**src/rtl/fetch_buffer_if.sv**
```systemverilog
// Fetch-to-decode handshake bundle: push side from the fetch stage, pop side into decode.
interface fetch_buffer_if #(
  parameter int DATA_W = 32,
  parameter int EXC_W  = 8
);
  logic              flush;
  logic              push_valid;
  logic              push_ready;
  logic [DATA_W-1:0] push_pc;
  logic [DATA_W-1:0] push_instr;
  logic [EXC_W-1:0]  push_except;
  logic              push_ds;
  logic              pop_valid;
  logic              pop_ready;
  logic [DATA_W-1:0] pop_pc;
  logic [DATA_W-1:0] pop_instr;
  logic [EXC_W-1:0]  pop_except;
  logic              pop_ds;

  modport slave (
    input  flush, push_valid, push_pc, push_instr, push_except, push_ds, pop_ready,
    output push_ready, pop_valid, pop_pc, pop_instr, pop_except, pop_ds
  );

  modport master (
    output flush, push_valid, push_pc, push_instr, push_except, push_ds, pop_ready,
    input  push_ready, pop_valid, pop_pc, pop_instr, pop_except, pop_ds
  );
endinterface

```
**src/rtl/fetch_buffer.sv**
```systemverilog
// Instruction prefetch FIFO between fetch and decode, with flush and optional
// zero-latency bypass when empty.
module fetch_buffer #(
  parameter int DATA_W = 32,
  parameter int EXC_W  = 8,
  parameter int DEPTH  = 4,
  parameter bit BYPASS = 1'b0,
  parameter int CNT_W  = $clog2(DEPTH + 1)
) (
  input  logic             clk,
  input  logic             rst,
  fetch_buffer_if.slave    bus,
  output logic [CNT_W-1:0] count,
  output logic             full,
  output logic             empty
);
  localparam int PTR_W = $clog2(DEPTH);

  logic [DATA_W-1:0] mem_pc     [DEPTH];
  logic [DATA_W-1:0] mem_instr  [DEPTH];
  logic [EXC_W-1:0]  mem_except [DEPTH];
  logic              mem_ds     [DEPTH];

  logic [PTR_W:0]    rd_ptr, wr_ptr;
  logic [PTR_W-1:0]  rd_idx, wr_idx;
  logic              push_fire, pop_fire, bypass_active, wr_en, rd_en;

  assign rd_idx = rd_ptr[PTR_W-1:0];
  assign wr_idx = wr_ptr[PTR_W-1:0];

  assign empty = (rd_ptr == wr_ptr);
  assign full  = (rd_idx == wr_idx) && (rd_ptr[PTR_W] != wr_ptr[PTR_W]);

  // push_ready deliberately ignores pop_ready: a full buffer never accepts.
  assign bus.push_ready = ~full & ~bus.flush;
  assign push_fire      = bus.push_valid & bus.push_ready;
  assign bypass_active  = BYPASS && empty && push_fire;

  assign bus.pop_valid  = ~bus.flush & (~empty | bypass_active);
  assign pop_fire       = bus.pop_valid & bus.pop_ready;

  // A bypassed entry that decode takes immediately is never stored.
  assign wr_en = push_fire & ~(bypass_active & bus.pop_ready);
  assign rd_en = pop_fire & ~bypass_active;

  always_comb begin
    bus.pop_pc     = mem_pc[rd_idx];
    bus.pop_instr  = mem_instr[rd_idx];
    bus.pop_except = mem_except[rd_idx];
    bus.pop_ds     = mem_ds[rd_idx];
    if (bypass_active) begin
      bus.pop_pc     = bus.push_pc;
      bus.pop_instr  = bus.push_instr;
      bus.pop_except = bus.push_except;
      bus.pop_ds     = bus.push_ds;
    end
  end

  always_ff @(posedge clk or negedge rst) begin
    if (!rst) begin
      rd_ptr <= '0;
      wr_ptr <= '0;
      count  <= '0;
      for (int unsigned i = 0; i < DEPTH; i++) begin
        mem_pc[i]     <= '0;
        mem_instr[i]  <= '0;
        mem_except[i] <= '0;
        mem_ds[i]     <= 1'b0;
      end
    end else if (bus.flush) begin
      rd_ptr <= '0;
      wr_ptr <= '0;
      count  <= '0;
    end else begin
      if (wr_en) begin
        mem_pc[wr_idx]     <= bus.push_pc;
        mem_instr[wr_idx]  <= bus.push_instr;
        mem_except[wr_idx] <= bus.push_except;
        mem_ds[wr_idx]     <= bus.push_ds;
        wr_ptr             <= wr_ptr + (PTR_W + 1)'(1);
      end
      if (rd_en) begin
        rd_ptr <= rd_ptr + (PTR_W + 1)'(1);
      end
      case ({wr_en, rd_en})
        2'b10:   count <= count + CNT_W'(1);
        2'b01:   count <= count - CNT_W'(1);
        default: count <= count;
      endcase
    end
  end
endmodule

```
**src/flat_wrapper.sv**
```systemverilog
// flat-port wrapper written by rule: the top's interface ports become plain ports
module fetch_buffer_flat 
#(
  parameter int DATA_W = 32,
  parameter int EXC_W  = 8,
  parameter int DEPTH  = 4,
  parameter bit BYPASS = 1'b0,
  parameter int CNT_W  = $clog2(DEPTH + 1)
)
  (clk, rst, count, full, empty, bus_flush, bus_push_valid, bus_push_pc, bus_push_instr, bus_push_except, bus_push_ds, bus_pop_ready, bus_push_ready, bus_pop_valid, bus_pop_pc, bus_pop_instr, bus_pop_except, bus_pop_ds);
  fetch_buffer_if #(.DATA_W(DATA_W), .EXC_W(EXC_W)) bus_i ();
  input  logic clk;
  input  logic rst;
  output logic [CNT_W-1:0] count;
  output logic full;
  output logic empty;
  input wire logic [$bits(bus_i.flush)-1:0] bus_flush;
  input wire logic [$bits(bus_i.push_valid)-1:0] bus_push_valid;
  input wire logic [$bits(bus_i.push_pc)-1:0] bus_push_pc;
  input wire logic [$bits(bus_i.push_instr)-1:0] bus_push_instr;
  input wire logic [$bits(bus_i.push_except)-1:0] bus_push_except;
  input wire logic [$bits(bus_i.push_ds)-1:0] bus_push_ds;
  input wire logic [$bits(bus_i.pop_ready)-1:0] bus_pop_ready;
  output wire logic [$bits(bus_i.push_ready)-1:0] bus_push_ready;
  output wire logic [$bits(bus_i.pop_valid)-1:0] bus_pop_valid;
  output wire logic [$bits(bus_i.pop_pc)-1:0] bus_pop_pc;
  output wire logic [$bits(bus_i.pop_instr)-1:0] bus_pop_instr;
  output wire logic [$bits(bus_i.pop_except)-1:0] bus_pop_except;
  output wire logic [$bits(bus_i.pop_ds)-1:0] bus_pop_ds;
  assign bus_i.flush = bus_flush;
  assign bus_i.push_valid = bus_push_valid;
  assign bus_i.push_pc = bus_push_pc;
  assign bus_i.push_instr = bus_push_instr;
  assign bus_i.push_except = bus_push_except;
  assign bus_i.push_ds = bus_push_ds;
  assign bus_i.pop_ready = bus_pop_ready;
  assign bus_push_ready = bus_i.push_ready;
  assign bus_pop_valid = bus_i.pop_valid;
  assign bus_pop_pc = bus_i.pop_pc;
  assign bus_pop_instr = bus_i.pop_instr;
  assign bus_pop_except = bus_i.pop_except;
  assign bus_pop_ds = bus_i.pop_ds;
  fetch_buffer #(.DATA_W(DATA_W), .EXC_W(EXC_W), .DEPTH(DEPTH), .BYPASS(BYPASS), .CNT_W(CNT_W)) u_core (.clk(clk), .rst(rst), .bus(bus_i), .count(count), .full(full), .empty(empty));
endmodule
```
**config.mk**
```make
export PLATFORM = sky130hd
export DESIGN_NAME = fetch_buffer_flat
export DESIGN_NICKNAME = d
export VERILOG_FILES = /design/src/rtl/fetch_buffer_if.sv /design/src/rtl/fetch_buffer.sv /design/src/flat_wrapper.sv
export SDC_FILE = /design/constraint.sdc
export NUM_CORES = 1
export LEC_CHECK = 0
export ABC_AREA = 1
export CORE_ASPECT_RATIO = 1.25
export CORE_MARGIN = 5
export CORE_UTILIZATION = 40
export CTS_CLUSTER_SIZE = 20
export DETAILED_ROUTE_END_ITERATION = 10
export DONT_BUFFER_PORTS = 1
export SETUP_SLACK_MARGIN = 0.4
export SLEW_MARGIN = 40
export SYNTH_ARGS = -nofsm -noshare
export SYNTH_HDL_FRONTEND = slang
export SYNTH_SLANG_ARGS = --single-unit
export TNS_END_PERCENT = 5
```
**constraint.sdc**
```tcl
create_clock -name clk -period 5.4 [get_ports clk]
set_input_delay 1.08 -clock clk [delete_from_list [all_inputs] [get_ports clk]]
set_output_delay 1.08 -clock clk [all_outputs]
set_load 0.005 [all_outputs]
```
Word level (Yosys, flattened, before mapping)
Cells that the tools add are included.
- bitwise operators: 9
- reductions and logical operators: 6
- add/subtract/negate cells: 4
- equality and inequality tests: 5
- order comparisons: 3
- mux-type cells: 28
- operators by type and width (cell ; count):
    $bwmux 128 ; 2
    $mux 32 ; 5
    $bmux 32 s2 ; 2
    $demux 32 s2 ; 1
    $bwmux 32 ; 1
    $mux 8 ; 3
    $bmux 8 s2 ; 1
    $demux 8 s2 ; 1
    $mux 3 ; 5
    $add 3x1->3 const B ; 3
    $ge 3x3->1 const B ; 2
    $not 2->3 ; 2
    $pmux 3 s2 ; 1
    $and 1x1->1 ; 4
    $bwmux 4 ; 1
    $reduce_bool 2->1 ; 2
    $eq 3x3->1 ; 1
    $lt 3x1->1 const B ; 1
    $mux 1 ; 3
    $not 1->1 ; 3
    $reduce_bool 3->1 ; 1
    $sub 3x1->3 const B ; 1
    $bmux 1 s2 ; 1
    $demux 1 s2 ; 1
    other kinds (6) ; 7
- logic and storage cells: 74
- output and inout bits: 80
- bits in registers: 301

Longest topological paths before layout
- depth after elaboration: 8
- gate-level depth with buffers: 15
- mapped depth without buffers: 15

Worst setup path before layout
No wires, ideal clock.
- kind: input-to-reg
- start: input port bus_flush
- end: register u_core.count[2]
- data required time: 5.281 ns
- library setup time: 0.119 ns
- path slack: 2.812 ns
- cell stages on the path: 12
- arrival time: 2.469 ns
- path through: clkinv_1 nand2_1 nor2_1 nand2_1 inv_1 fa_1 xnor2_1 inv_1 nand2_1 nand2_1 nand3_1 nand2_1
- word-level cells in the longest chain between the ends: 6
- elaborated cells on any way between the ends: 10
- RTL lines (what ; line ; RTL):
    start, declared ; flat_wrapper.sv:17 ; input wire logic [$bits(bus_i.flush)-1:0] bus_flush;
    $not 1->1 (no source line) ; n/a ;
    $and 1x1->1, on equally long branches ; fetch_buffer.sv:39, fetch_buffer.sv:35 ;
    $and 1x1->1, on equally long branches ; fetch_buffer.sv:40, fetch_buffer.sv:36 ;
    $eq 2x1->1 / $eq 2x2->1 (equally long branches) ; fetch_buffer.sv:85 ; case ({wr_en, rd_en})
    $pmux 3 s2 ; fetch_buffer.sv:85 ;
    $mux 3 ; fetch_buffer.sv:70 ; end else if (bus.flush) begin
    end signal, assigned ; fetch_buffer.sv:86 ; 2'b10: count <= count + CNT_W'(1);
    end signal, assigned ; fetch_buffer.sv:87 ; 2'b01: count <= count - CNT_W'(1);
    end signal, assigned ; fetch_buffer.sv:88 ; default: count <= count;
    end, declared ; fetch_buffer.sv:13 ; output logic [CNT_W-1:0] count,
Parallel ways exist; a longest one is shown, timed or not.
A chain may end at the register's enable or synchronous reset.

Final worst setup path
- start: register u_core.rd_ptr[1]
- end: output port bus_pop_pc[31]
- word-level cells in the longest chain between the ends: 4
- RTL lines (what ; line ; RTL):
    start, declared ; fetch_buffer.sv:24 ; logic [PTR_W:0] rd_ptr, wr_ptr;
    start signal, assigned ; fetch_buffer.sv:83 ; rd_ptr <= rd_ptr + (PTR_W + 1)'(1);
    $not 2->3 (not written as such) ; fetch_buffer.sv:47 ; bus.pop_pc = mem_pc[rd_idx];
    $bmux 32 s2 ; fetch_buffer.sv:47 ;
    $mux 32 (not written as such) (2 in a row) ; fetch_buffer.sv:47 ;
    end, declared ; flat_wrapper.sv:26 ; output wire logic [$bits(bus_i.pop_pc)-1:0] bus_pop_pc;
No other way between the ends. The select of a mux whose other input is x is not followed.

==> tab_implementation.tex <==
\begin{tabular}{lr}
\hline
Metric & Value \\
\hline
\multicolumn{2}{l}{\textbf{Routing}} \\
First-pass detailed-route iteration total & 5 \\
Ratio of routed vias to standard cells & 5.513 \\
Vias & 11690 \\
ANT nets after route & 0 \\
Starting DRC count in detailed routing & 919 \\
DRC & 0 \\
DR WL/cell & 19.50 µm \\
Total detailed-routing wirelength & about 41000 µm \\
\multicolumn{2}{l}{\textbf{Finish}} \\
Fraction of final layout cells sized beyond drive strength 1 & 4.728\% \\
Antenna Diode Count & 0 \\
Count of non-filler cells in the finished layout & 2121 \\
Net count of the finished layout & 1753 \\
Area overhead of the layout relative to synthesis & 9.504\% \\
\multicolumn{2}{l}{\textbf{Critical path}} \\
Delay contributed by the slowest stage of the critical path & 0.69 ns \\
Kind of start point of the critical path & register \\
Highest fanout seen on the critical path & 59 \\
Start of the worst register-to-register path & u\_core.rd\_ptr[0]\$\_DFFE\_PN0P\_ \\
Crit path required time & roughly 4.3 ns \\
First element of the critical path & u\_core.rd\_ptr[1]\$\_DFFE\_PN0P\_ \\
Critical path endpoint category & output port \\
Arrival time worst endpoint & 2.55 ns \\
Sequence of cells on the critical path & buf\_4 -> o21ai\_0 -> o22ai\_1 \\
Cell with the biggest individual delay on the critical path & sky130\_fd\_sc\_hd\_\_buf\_4 \\
R2r worst-path depth & 11 \\
CP Class & register to output port \\
Endpoint of the lowest-slack register-to-register path & u\_core.mem\_instr[24]\$\_DFFE\_PN0P\_ \\
Register-to-register path setup slack & between 2 and 2.5 ns \\
Worst setup path endpoint & bus\_pop\_pc[31] \\
\multicolumn{2}{l}{\textbf{Clock tree}} \\
Cell at the root of the clock tree & sky130\_fd\_sc\_hd\_\_clkbuf\_16 \\
Number of buffers added by the clock tree synthesis step & 31 \\
TritonCTS clock tree & done \\
Number of buffers added for setup after CTS & 0 \\
Clk sink count & 301 \\
Max H-tree Level & 1 \\
\# hold bufs at CTS & 0 \\
Latest clock arrival within the worst-skew pair & 0.58 ns \\
Resized Gates After CTS & 0 \\
Max Buffers Root-to-Sink & 3 \\
Clk pin slew, worst setup/hold paths & around 0.06 ns \\
\multicolumn{2}{l}{\textbf{Yosys}} \\
Post-synth top flop & sky130\_fd\_sc\_hd\_\_dfrtp\_1 \\
Number of flip-flops and latches in the synthesized netlist & between 300 and 400 \\
Top-area cell type share of the netlist area & a little over half \\
Number of enable flip-flop cells after synthesis & 0 \\
Number of standard cells after synthesis & around 1800 \\
Combined area of all synthesized cells & 0.01378 mm² \\
Number of distinct library cells after synthesis & 21 \\
Share of flip-flops with an asynchronous set or reset & 100.0\% \\
Synth Area per Inst & between 7 and 8 µm² \\
Synthesized netlist net count & 1838 \\
Sequential cell area fraction in the yosys report & 54.65\% \\
Cell taking the most area after synthesis & sky130\_fd\_sc\_hd\_\_dfrtp\_1 \\
Top cells by area, synth & sky130\_fd\_sc\_hd\_\_dfrtp\_1, sky130\_fd\_sc\_hd\_\_nand2\_1, sky130\_fd\_sc\_hd\_\_o21ai\_0 \\
Number of warnings printed during yosys synthesis & 0 \\
\multicolumn{2}{l}{\textbf{Power}} \\
Power per Cell Area & between 400 and 500 mW/mm² \\
Standby leakage power & 7.470 nW \\
Max VDD drop & 280.1 µV \\
\multicolumn{2}{l}{\textbf{STA}} \\
Setup repair after global routing missed its margin & false \\
Final-report max-slew violation count & 0 \\
Period utilization & 67.26\% \\
Fmax & 275.3 MHz \\
Slew @ Worst Pin & 0.8003 ns \\
Final Hold Fails & 0 \\
Clock tree skew after final layout & 0.01914 ns \\
Final period demand of the worst path & 3.632 ns \\
Sum of negative setup slack & 0 ns \\
Headroom to the max-slew limit & 46.65\% \\
Total setup violations reported at the end of the flow & 0 \\
\multicolumn{2}{l}{\textbf{Place}} \\
Placed cell count & 2065 \\
Number of input and output port buffers inserted & 0 \\
HPWL after detailed placement & 21400 µm \\
Final estimated routing congestion in global placement & about 0.79 \\
\multicolumn{2}{l}{\textbf{Floorplan}} \\
Starting density of the core & 40.26\% \\
Io pins & 158 \\
Area of the placeable core & approximately 0.034 mm² \\
Number of rows created at floorplan & 76 \\
Die span in y & about 220 µm \\
Die Width & 176.0 µm \\
Full die area & 0.03829 mm² \\
\multicolumn{2}{l}{\textbf{Global route}} \\
Overall global routing resource usage & 21.31\% \\
Global-route wire length before repair & 65900 µm \\
Grt total ovfl & 0 \\
Largest net degree at the start of global routing & between 300 and 400 \\
Initial antenna violation count & 0 \\
Number of global-route vias before repair & 11650 \\
\multicolumn{2}{l}{\textbf{Run}} \\
Max capacitance violation total & 0 \\
\multicolumn{2}{l}{\textbf{Worst hold path}} \\
Class of the worst hold path & primary input to async pin \\
\multicolumn{2}{l}{\textbf{Run status}} \\
Status & completed \\
\hline
\end{tabular}
-- flip-flops by register name, indices dropped and copies added (netlist names) --
signal             count
u_core.mem_pc        128
u_core.wr_ptr          3
u_core.mem_instr     128
u_core.rd_ptr          3
u_core.count           3
u_core.mem_ds          4
u_core.mem_except     32
-- worst min path at each step --
| stage | slack (ns) | endpoint | cells past startpoint |
|---|---|---|---|
| 6_report | 0.24 | u_core.count[1]$_DFFE_PN0P_ | 0 |
| 5_1_grt | 0.21 | u_core.count[1]$_DFFE_PN0P_ | 0 |
| 4_1_cts | 0.18 | u_core.mem_instr[27]$_DFFE_PN0P_ | 0 |
| 3_5_place_dp | 0.47 | u_core.mem_pc[5]$_DFFE_PN0P_ | 2 |
| 3_3_place_gp | 0.46 | u_core.mem_pc[7]$_DFFE_PN0P_ | 2 |
| 2_1_floorplan | 0.45 | u_core.mem_ds[0]$_DFFE_PN0P_ | 2 |
-- cell families after synthesis --
kind of cell	synth area share [%]
compound gates	16.81
xor+xnor	0.06356
fa+ha+maj	0.5991
buf+inv	4.348
flops	54.65
simple gates	23.53
-- power breakdown --
part           internal [W]  switching, W
clock               0.00134      0.000896
combinational      0.000523       0.00106
sequential          0.00301      0.000375
-- critical path: cells and delay by family (launching register included) --
family	cells	cell delay, ns
buffers and inverters	1	0.69
DFF	1	0.64
AOI/OAI and AO/OA	2	0.64
-- routing by layer --
layer  track usage [%]  part of all wire [%]
met3             5.115                   7.8
met5                 0                     0
met2             36.60                    49
met1             27.14                    41
met4             5.486                   1.9
-- cells in the mapped netlist (2+ instances only) --
master / number
sky130_fd_sc_hd__ha_1: 5
sky130_fd_sc_hd__inv_2: 3
sky130_fd_sc_hd__o21ai_0: 369
sky130_fd_sc_hd__inv_1: 15
sky130_fd_sc_hd__buf_1: 3
sky130_fd_sc_hd__nand3_1: 9
sky130_fd_sc_hd__clkbuf_1: 103
sky130_fd_sc_hd__dfrtp_1: 301
sky130_fd_sc_hd__buf_2: 26
sky130_fd_sc_hd__nor2_4: 2
sky130_fd_sc_hd__nor2_1: 149
sky130_fd_sc_hd__nand2_1: 688
sky130_fd_sc_hd__o22ai_1: 73
-- area by class of cell --
class	instances	area (µm²)
Clock buffer	43	890.9
Clock inverter	13	173.9
Fill cell	3424	19140
Inverter	19	75.07
Multi-Input combinational cell	1302	5659
Sequential cell	301	7537
Tap cell	429	536.8
Timing Repair Buffer	14	220.2
-- cells in the final DEF, fill, tap and decap left out, drive strengths merged --
| cell | synthesis | final |
|---|---|---|
| dfrtp | 301 | 301 |
| nand2 | 688 | 688 |
| bufinv | 0 | 4 |
| buf | 29 | 14 |
| nor2 | 152 | 152 |
| xnor2 | 1 | 1 |
| clkbuf | 103 | 43 |
| clkinv | 1 | 8 |
| nand3 | 11 | 11 |
| o21ai | 369 | 369 |
| inv | 18 | 18 |
| ha | 5 | 5 |
| clkinvlp | 0 | 2 |
| a21oi | 1 | 1 |
| fa | 1 | 1 |
| a22o | 1 | 1 |
| o22ai | 73 | 73 |
-- stage by stage --
stage	utilization (%)	setup slack (ns)	total power, W	cell area (µm²)	hold slack, ns
3_5_place_dp	40.98	1.858	0.005016	14030	0.4661
5_1_grt	44.09	1.658	0.007693	15090	0.2069
3_3_place_gp	40.87	1.962	0.004944	13990	0.4626
2_1_floorplan	-	2.812	0.004494	13780	0.4495
6_report	44.09	1.768	0.007195	15090	0.2416
4_1_cts	44.09	1.770	0.007271	15090	0.1819
No activity file was read; power rests on OpenSTA's default activity.
